===== config.mk =====
export PLATFORM = sky130hd
export DESIGN_NAME = decode_stage
export DESIGN_NICKNAME = d
export VERILOG_FILES = /design/src/rtl/decode_stage.sv
export SDC_FILE = /design/constraint.sdc
export NUM_CORES = 1
export LEC_CHECK = 0
export CAP_MARGIN = 40
export CORE_UTILIZATION = 30
export CTS_CLUSTER_DIAMETER = 150
export DETAILED_ROUTE_END_ITERATION = 12
export PLACE_DENSITY = 0.63
export SLEW_MARGIN = 40
export SYNTH_ARGS = -nofsm -noshare
export SYNTH_HDL_FRONTEND = slang
export SYNTH_SLANG_ARGS = --single-unit

===== constraint.sdc =====
create_clock -name clk -period 3.55 [get_ports clk]
set_input_delay 0.71 -clock clk [delete_from_list [all_inputs] [get_ports clk]]
set_output_delay 0.71 -clock clk [all_outputs]
set_load 0.01 [all_outputs]

===== src/rtl/decode_stage.sv =====
// ============================================================================
// decode_stage : RV32I ID stage; decodes IF/ID into the ID/EX register and
//                detects load-use hazards. Optional: DECODE_ILLEGAL_TRAP_EN.
// Revision     : 1.0
// ============================================================================
`default_nettype none

package decode_stage_pkg;
  typedef struct packed {
    logic flush;
    logic stall;
  } PipeControl;
endpackage

module decode_stage
  import decode_stage_pkg::*;
#(
  parameter int          XLEN     = 32,
  parameter logic [31:0] RESET_PC = 32'h0000_0000
) (
  input  logic            clk,
  input  logic            rst,
  input  PipeControl      pipe,
  input  logic            id_valid,
  input  logic [31:0]     id_pc,
  input  logic [31:0]     id_instr,
  output logic [4:0]      r1_addr,
  output logic [4:0]      r2_addr,
  output logic            stall_req,
  output logic            ex_valid,
  output logic [31:0]     ex_pc,
  output logic [4:0]      ex_rd,
  output logic [XLEN-1:0] ex_imm,
  output logic [3:0]      ex_alu_op,
  output logic            ex_alu_src_imm,
  output logic            ex_alu_src_pc,
  output logic            ex_wb_en,
  output logic            ex_mem_rd,
  output logic            ex_mem_wr,
  output logic            ex_branch,
  output logic            ex_jump,
  output logic            ex_jalr
`ifdef DECODE_ILLEGAL_TRAP_EN
  ,
  output logic            ex_illegal
`endif
);

  localparam logic [6:0] OPC_LUI    = 7'b0110111;
  localparam logic [6:0] OPC_AUIPC  = 7'b0010111;
  localparam logic [6:0] OPC_JAL    = 7'b1101111;
  localparam logic [6:0] OPC_JALR   = 7'b1100111;
  localparam logic [6:0] OPC_BRANCH = 7'b1100011;
  localparam logic [6:0] OPC_LOAD   = 7'b0000011;
  localparam logic [6:0] OPC_STORE  = 7'b0100011;
  localparam logic [6:0] OPC_OPIMM  = 7'b0010011;
  localparam logic [6:0] OPC_OP     = 7'b0110011;
  localparam logic [6:0] OPC_FENCE  = 7'b0001111;
  localparam logic [6:0] OPC_SYSTEM = 7'b1110011;

  typedef struct packed {
    logic            valid;
    logic [31:0]     pc;
    logic [4:0]      rd;
    logic [XLEN-1:0] imm;
    logic [3:0]      alu_op;
    logic            alu_src_imm;
    logic            alu_src_pc;
    logic            wb_en;
    logic            mem_rd;
    logic            mem_wr;
    logic            branch;
    logic            jump;
    logic            jalr;
`ifdef DECODE_ILLEGAL_TRAP_EN
    logic            illegal;
`endif
  } ex_t;

  logic [6:0]  opcode;
  logic [2:0]  funct3;
  logic [4:0]  rs1;
  logic [4:0]  rs2;
  logic [31:0] imm_i, imm_s, imm_b, imm_u, imm_j;
  logic        legal, uses_rs1, uses_rs2;
  ex_t         dec, ex_d, ex_q, ex_rst;

  assign opcode = id_instr[6:0];
  assign funct3 = id_instr[14:12];
  assign rs1    = id_instr[19:15];
  assign rs2    = id_instr[24:20];

  assign imm_i = {{20{id_instr[31]}}, id_instr[31:20]};
  assign imm_s = {{20{id_instr[31]}}, id_instr[31:25], id_instr[11:7]};
  assign imm_b = {{19{id_instr[31]}}, id_instr[31], id_instr[7], id_instr[30:25],
                  id_instr[11:8], 1'b0};
  assign imm_u = {id_instr[31:12], 12'h000};
  assign imm_j = {{11{id_instr[31]}}, id_instr[31], id_instr[19:12], id_instr[20],
                  id_instr[30:21], 1'b0};

  assign legal = (opcode == OPC_LUI)    || (opcode == OPC_AUIPC) || (opcode == OPC_JAL)   ||
                 (opcode == OPC_JALR)   || (opcode == OPC_BRANCH)|| (opcode == OPC_LOAD)  ||
                 (opcode == OPC_STORE)  || (opcode == OPC_OPIMM) || (opcode == OPC_OP)    ||
                 (opcode == OPC_FENCE)  || (opcode == OPC_SYSTEM);

  assign uses_rs1 = (opcode == OPC_JALR)  || (opcode == OPC_BRANCH) || (opcode == OPC_LOAD) ||
                    (opcode == OPC_STORE) || (opcode == OPC_OPIMM)  || (opcode == OPC_OP);
  assign uses_rs2 = (opcode == OPC_BRANCH) || (opcode == OPC_STORE) || (opcode == OPC_OP);

  // LUI reads x0 so the ALU computes 0 + imm with no special case.
  assign r1_addr = (opcode == OPC_LUI) ? 5'd0 : rs1;
  assign r2_addr = rs2;

  assign stall_req = id_valid && ex_q.valid && ex_q.mem_rd && (ex_q.rd != 5'd0) &&
                     ((uses_rs1 && (rs1 == ex_q.rd)) || (uses_rs2 && (rs2 == ex_q.rd)));

  always_comb begin
    dec    = '0;
    dec.pc = id_pc;
    if (id_valid) begin
`ifdef DECODE_ILLEGAL_TRAP_EN
      dec.valid   = 1'b1;
      dec.illegal = ~legal;
`else
      dec.valid   = legal;
`endif
      // Loads and stores carry funct3 so EX/MEM can see the access width.
      case (opcode)
        OPC_LUI: begin
          dec.alu_src_imm = 1'b1;
          dec.wb_en       = 1'b1;
          dec.imm         = imm_u;
        end
        OPC_AUIPC: begin
          dec.alu_src_imm = 1'b1;
          dec.alu_src_pc  = 1'b1;
          dec.wb_en       = 1'b1;
          dec.imm         = imm_u;
        end
        OPC_JAL: begin
          dec.alu_src_pc = 1'b1;
          dec.wb_en      = 1'b1;
          dec.jump       = 1'b1;
          dec.imm        = imm_j;
        end
        OPC_JALR: begin
          dec.alu_src_pc = 1'b1;
          dec.wb_en      = 1'b1;
          dec.jump       = 1'b1;
          dec.jalr       = 1'b1;
          dec.imm        = imm_i;
        end
        OPC_BRANCH: begin
          dec.branch = 1'b1;
          dec.alu_op = {1'b0, funct3};
          dec.imm    = imm_b;
        end
        OPC_LOAD: begin
          dec.alu_src_imm = 1'b1;
          dec.wb_en       = 1'b1;
          dec.mem_rd      = 1'b1;
          dec.alu_op      = {1'b0, funct3};
          dec.imm         = imm_i;
        end
        OPC_STORE: begin
          dec.alu_src_imm = 1'b1;
          dec.mem_wr      = 1'b1;
          dec.alu_op      = {1'b0, funct3};
          dec.imm         = imm_s;
        end
        OPC_OPIMM: begin
          dec.alu_src_imm = 1'b1;
          dec.wb_en       = 1'b1;
          dec.alu_op      = {id_instr[30] && (funct3 == 3'b101), funct3};
          dec.imm         = (funct3[1:0] == 2'b01) ? {27'd0, id_instr[24:20]} : imm_i;
        end
        OPC_OP: begin
          dec.wb_en  = 1'b1;
          dec.alu_op = {id_instr[30], funct3};
        end
        default: ;
      endcase
      if (dec.wb_en) dec.rd = id_instr[11:7];
    end
  end

  always_comb begin
    ex_rst    = '0;
    ex_rst.pc = RESET_PC;
    ex_d      = dec;
    if (stall_req) begin
      ex_d    = '0;
      ex_d.pc = id_pc;
    end
  end

  always_ff @(posedge clk or posedge rst) begin
    if (rst)             ex_q <= ex_rst;
    else if (pipe.flush) ex_q <= ex_rst;
    else if (!pipe.stall) ex_q <= ex_d;
  end

  assign ex_valid       = ex_q.valid;
  assign ex_pc          = ex_q.pc;
  assign ex_rd          = ex_q.rd;
  assign ex_imm         = ex_q.imm;
  assign ex_alu_op      = ex_q.alu_op;
  assign ex_alu_src_imm = ex_q.alu_src_imm;
  assign ex_alu_src_pc  = ex_q.alu_src_pc;
  assign ex_wb_en       = ex_q.wb_en;
  assign ex_mem_rd      = ex_q.mem_rd;
  assign ex_mem_wr      = ex_q.mem_wr;
  assign ex_branch      = ex_q.branch;
  assign ex_jump        = ex_q.jump;
  assign ex_jalr        = ex_q.jalr;
`ifdef DECODE_ILLEGAL_TRAP_EN
  assign ex_illegal     = ex_q.illegal;
`endif

endmodule

`default_nettype wire


# Yosys cells after proc, flatten, opt, wreduce, memory -nomap -nowiden
# Cells that the tools add are included.
[totals] reg_bits=82 output_inout_bits=93
[op_classes] eq_ne=16 n_mux=19 n_reduce_logical=33
[ops] cell="$mux W82" n=3
[ops] cell="$pmux W32 S6" n=1
[ops] cell="$mux W49" n=1
[ops] cell="$mux W32" n=1
[ops] cell="$eq A7 B7 Y1 const B" n=4
[ops] cell="$eq A7 B6 Y1 const B" n=3
[ops] cell="$logic_or A1 B1 Y1" n=18
[ops] cell="$eq A7 B5 Y1 const B" n=2
[ops] cell="$pmux W4 S3" n=1
[ops] cell="$eq A5 B5 Y1" n=2
[ops] cell="$mux W1" n=10
[ops] cell="$mux W5" n=2
[ops] cell="$eq A7 B2 Y1 const B" n=1
[ops] cell="$eq A7 B4 Y1 const B" n=1
[ops] cell="$logic_and A1 B1 Y1" n=7
[ops] cell="$reduce_or A7 Y1" n=1
[ops] cell="$reduce_or A2 Y1" n=3
[ops] cell="$reduce_or A3 Y1" n=2
[ops] cell="$reduce_bool A5 Y1" n=1
[ops] cell="$reduce_or A5 Y1" n=1
[ops] cell="$eq A3 B3 Y1 const B" n=1
[ops] cell="$eq A2 B1 Y1 const B" n=1
[ops] cell="$ne A2 B1 Y1 const B" n=1

# Logic depth before layout (Yosys ltp)
[logic_depth] word_depth=15 depth_mapped=8 ltp_nobuf=5

# Worst setup path before layout
# OpenSTA, ideal clock, no wires.
[synth_timing] path_type="in2out" start="in id_instr[3]" end="out stall_req" arrival_time_ns=1.945 required_time_ns=2.840 setup_slack_ns=0.895 path_stages=6 path_buffers=2 cell_sequence="buf_2 -> nand4bb_1 -> buf_2 -> or3_1 -> o22a_1 -> nor2_1"
[synth_via] elab_chain_cells=9 elab_cells_between_ends=17 cone_classes="6 x eq/ne; 11 x reduce/logical"
[synth_rtl] element="start, declared" line_no="26" source="input logic [31:0] id_instr,"
[synth_rtl] element="$eq A7 B7 Y1 (on tied branches)" line_no="106, 108"
[synth_rtl] element="$logic_or A1 B1 Y1 (3 in series)" line_no="106" source="assign uses_rs1 = (opcode == OPC_JALR) || (opcode == OPC_BRANCH) || (opcode == OPC_LOAD) ||"
[synth_rtl] element="$logic_or A1 B1 Y1 (2 in series)" line_no="107" source="(opcode == OPC_STORE) || (opcode == OPC_OPIMM) || (opcode == OPC_OP);"
[synth_rtl] element="$logic_and A1 B1 Y1" line_no="115" source="((uses_rs1 && (rs1 == ex_q.rd)) || (uses_rs2 && (rs2 == ex_q.rd)));"
[synth_rtl] element="$logic_or A1 B1 Y1 *" line_no="115"
[synth_rtl] element="$logic_and A1 B1 Y1 *" line_no="114" source="assign stall_req = id_valid && ex_q.valid && ex_q.mem_rd && (ex_q.rd != 5'd0) &&"
[synth_rtl] element="end, declared" line_no="29" source="output logic stall_req,"
# Every way passes the cells marked *; elsewhere a longest branch is shown, timed or not.

# Worst setup path after layout
[layout_timing] start="in id_instr[2]" end="out stall_req"
# Same word-level chain as after synthesis.

==> impl_results.md <==
- CTS tree: done
- Initial Util: 30.89%
- Top routing layer used: met4
- Pwr per Cell Area: about 370 nW/um^2
- Peak VDD IR: 0.1561 mV
- Largest net degree at the start of global routing: 43
- Final Cycle Share: 95.34%
- Post-synth top flop: dfrtp_1
- Share of the synthesized area in the top cell type: between 50% and 60%
- Vias in the first global route: between 3000 and 4000
- Fin nets: 612
- Gate power share: 14.3%
- Initial antenna violation count: 0
- Row cnt: 41
- Top Ports: 162
- Via count: ~3600
- Total power draw: 0.002252 W
- Synth Area per Inst: 10.30 um^2
- Crit start category: input port
- Final Util: 48.37%
- Dominant cell type by area after synthesis: dfrtp_1
- Internal Power: 0.001696 W
- Tmin final: 3.385 ns
- Min-delay worst type: register to register
- Antenna Cells: 0
- Post-CTS Setup Bufs: 0
- Status: complete, no violations
- Post-route ant nets: 0
- Overall Global Routing Usage: 19.74%
- Flop pwr share: 43.0%
- F_max: 0.2955 GHz
- Hold buffer count at cts: 0
- Post-synth ARST share: 100.0%
- CTS max path bufs: 2
- Clk Latency, worst-skew pair: 0.34 ns
- Number of synthesized register bits: 82
- Pins Over Slew Limit: 0
- Capture point of the worst path: stall_req
- Final Non-Filler Cells: 720
- Skew final: 0.004543 ns
- Max Cap Violations: 0
- Post-Place Cells: approximately 700
- Relative slew slack: between 50% and 60%
- Routed met2 length: 6051 um
- Total grt overflow: 0
- Area contributors post-synth: dfrtp_1, mux2i_1, o21ai_2
- HPWL Detailed: 9739 um
- Reg2reg end: ex_imm[27]$_DFFE_PP0P_
- Worst path required time: between 2 and 3 ns
- WL met3: approximately 1100 um
- Setup Crit Path Kind: input port to output pin
- CTS resizes: 0
- Crit path launch: id_instr[2]
- RSZ-0062 raised after global routing: no
- GPL Wtd Cong: 0.8993
- H-tree Lvls: 3
- Placeable Area: 12670 um^2
- Synthesized Nets: 449
- Die width: 116.2 um
- Critical Path Sink Type: output pin
- Area Overhead vs Synth: 56.59%
- Wire per inst: 17.87 um
- Total Wirelength: 12870 um
- Clock share of power: between 40% and 50%
- Setup Viol. Count Final: 0
- Critical-path maximum fanout: 2
- Leak: 2.598 nW
- TNS Setup: 0 ns
- Clk slew on worst S/H paths: 0.06 ns
- R2r setup slk: between 1 and 1.5 ns
- Yosys warns: 0
- Count leader, synth: dfrtp_1
- Worst Max-Slew Pin Slew: ~0.65 ns
- R2R depth: 5
- Sequential fraction of the synthesis area: 52.43%
- 1st-pass router iterations: 4
- Clk sink count: just over 80
- Final hold vios: 0
- Layout cells sized above 1: 12.04%
- Routed length on met1: 5578 um
- Die Y: 116.2 um
- Die area: 13510 um^2
- Vias per cell: 4.949
- Crit path DAT: about 2.7 ns
- Cell variety after synth: 46
- Number of synthesized flops with an enable pin: 0
- Root buffer cell: clkbuf_16
- Switching share of power: 24.71%
- CTS buffer count: 9
- Worst r2r src: ex_rd[0]$_DFFE_PP0P_
- Cell area after synthesis: 3914 um^2
- DR iter-0 viols: 180
- Residual DRC count: 0
- First-pass GRT wire length: around 20000 um
- Post-synth top cells: dfrtp_1, nor2_1, nand2_1
- IO Port Bufs: 161
- Cells after synthesis: 380
- Worst Hold Launch: ex_imm[1]$_DFFE_PP0P_
- P_sw: about 0.00056 W
==> final cells by class <==
type                            count  area [um^2]
Timing Repair Buffer              184         1839
Clock inverter                      5        62.56
Tap cell                          172        215.2
Fill cell                        1204         6543
Inverter                            5        21.27
Multi-Input combinational cell    261         1695
Clock buffer                       11        242.7
Sequential cell                    82         2052
==> per-stage QoR <==
step                      worst slack (ns)  hold WS, ns  cell area (um^2)
final                               0.1654       0.4816              6128
after global placement              0.1416       0.4632              5742
after CTS                           0.1608       0.4841              6095
after global routing               0.05980       0.5153              6128
after floorplan                     0.7316       0.5162              3914
after detailed placement            0.1623       0.4700              5789
==> cell families (layout without fill, tap and decap cells) <==
family | Yosys count | in the layout | share of synthesized area, %
AND/OR/NAND/NOR | 114 | 114 | 13.11
buffers and inverters | 37 | 205 | 4.699
AO/OA/AOI/OAI | 105 | 105 | 19.34
multiplexers | 32 | 32 | 8.184
XOR/XNOR | 10 | 10 | 2.238
flip-flops | 82 | 82 | 52.43
==> routing by layer <==
layer  vias up  global-route usage [%]
met2       152                   33.02
li1       1678                       -
met1      1721                   24.89
met3        12                   4.826
met4         0                   6.667
met5         -                       0
==> how the worst min path moves through the flow <==
stage	to	depth (start not counted)
2_1_floorplan	ex_alu_src_imm$_DFFE_PP0P_	2
3_5_place_dp	ex_imm[2]$_DFFE_PP0P_	2
4_1_cts	ex_imm[2]$_DFFE_PP0P_	2
3_3_place_gp	ex_imm[2]$_DFFE_PP0P_	2
5_1_grt	ex_imm[29]$_DFFE_PP0P_	2
6_report	ex_imm[1]$_DFFE_PP0P_	2
==> power groups by stage <==
stage,logic (W),registers (W),clock network [W]
2_1_floorplan,0.000119,0.000995,0
3_3_place_gp,0.000317,0.000984,0
3_5_place_dp,0.000324,0.000986,0
4_1_cts,0.000326,0.000968,0.000988
5_1_grt,0.000350,0.000970,0.00103
6_report,0.000323,0.000968,0.000961
==> registers in the layout (all words and copies together) (netlist names) <==
name	flops
ex_mem_rd	1
ex_alu_op	4
ex_wb_en	1
ex_jalr	1
ex_imm	32
ex_jump	1
ex_valid	1
ex_alu_src_pc	1
ex_pc	32
ex_mem_wr	1
ex_rd	5
ex_alu_src_imm	1
ex_branch	1
==> worst max-delay path, cell delays in order <==
cell and delay, ns:
clkdlybuf4s50_1 0.46, nand4bb_1 0.23, or3_1 0.42, o22a_1 0.22, nor2_1 0.09, clkdlybuf4s50_1 0.54
==> cells in the final DEF, fill, tap and decap left out, drive strengths merged, types with 2 or more instances in the layout <==
master         count
clkbuf            11
nor2b              6
nand2             40
o22ai              3
a21oi             28
nand3              4
and2               6
a22o               3
nor3               2
clkdlybuf4s50    160
or3                3
mux2i             32
and3b              2
o31ai              4
nand4              2
nor2              42
buf               24
o21ai             36
inv                6
xor2               2
a32o              14
a22oi              4
clkinvlp           2
xnor2              8
and3               2
a21boi             3
dfrtp             82
(Power assumes the default switching activity.)
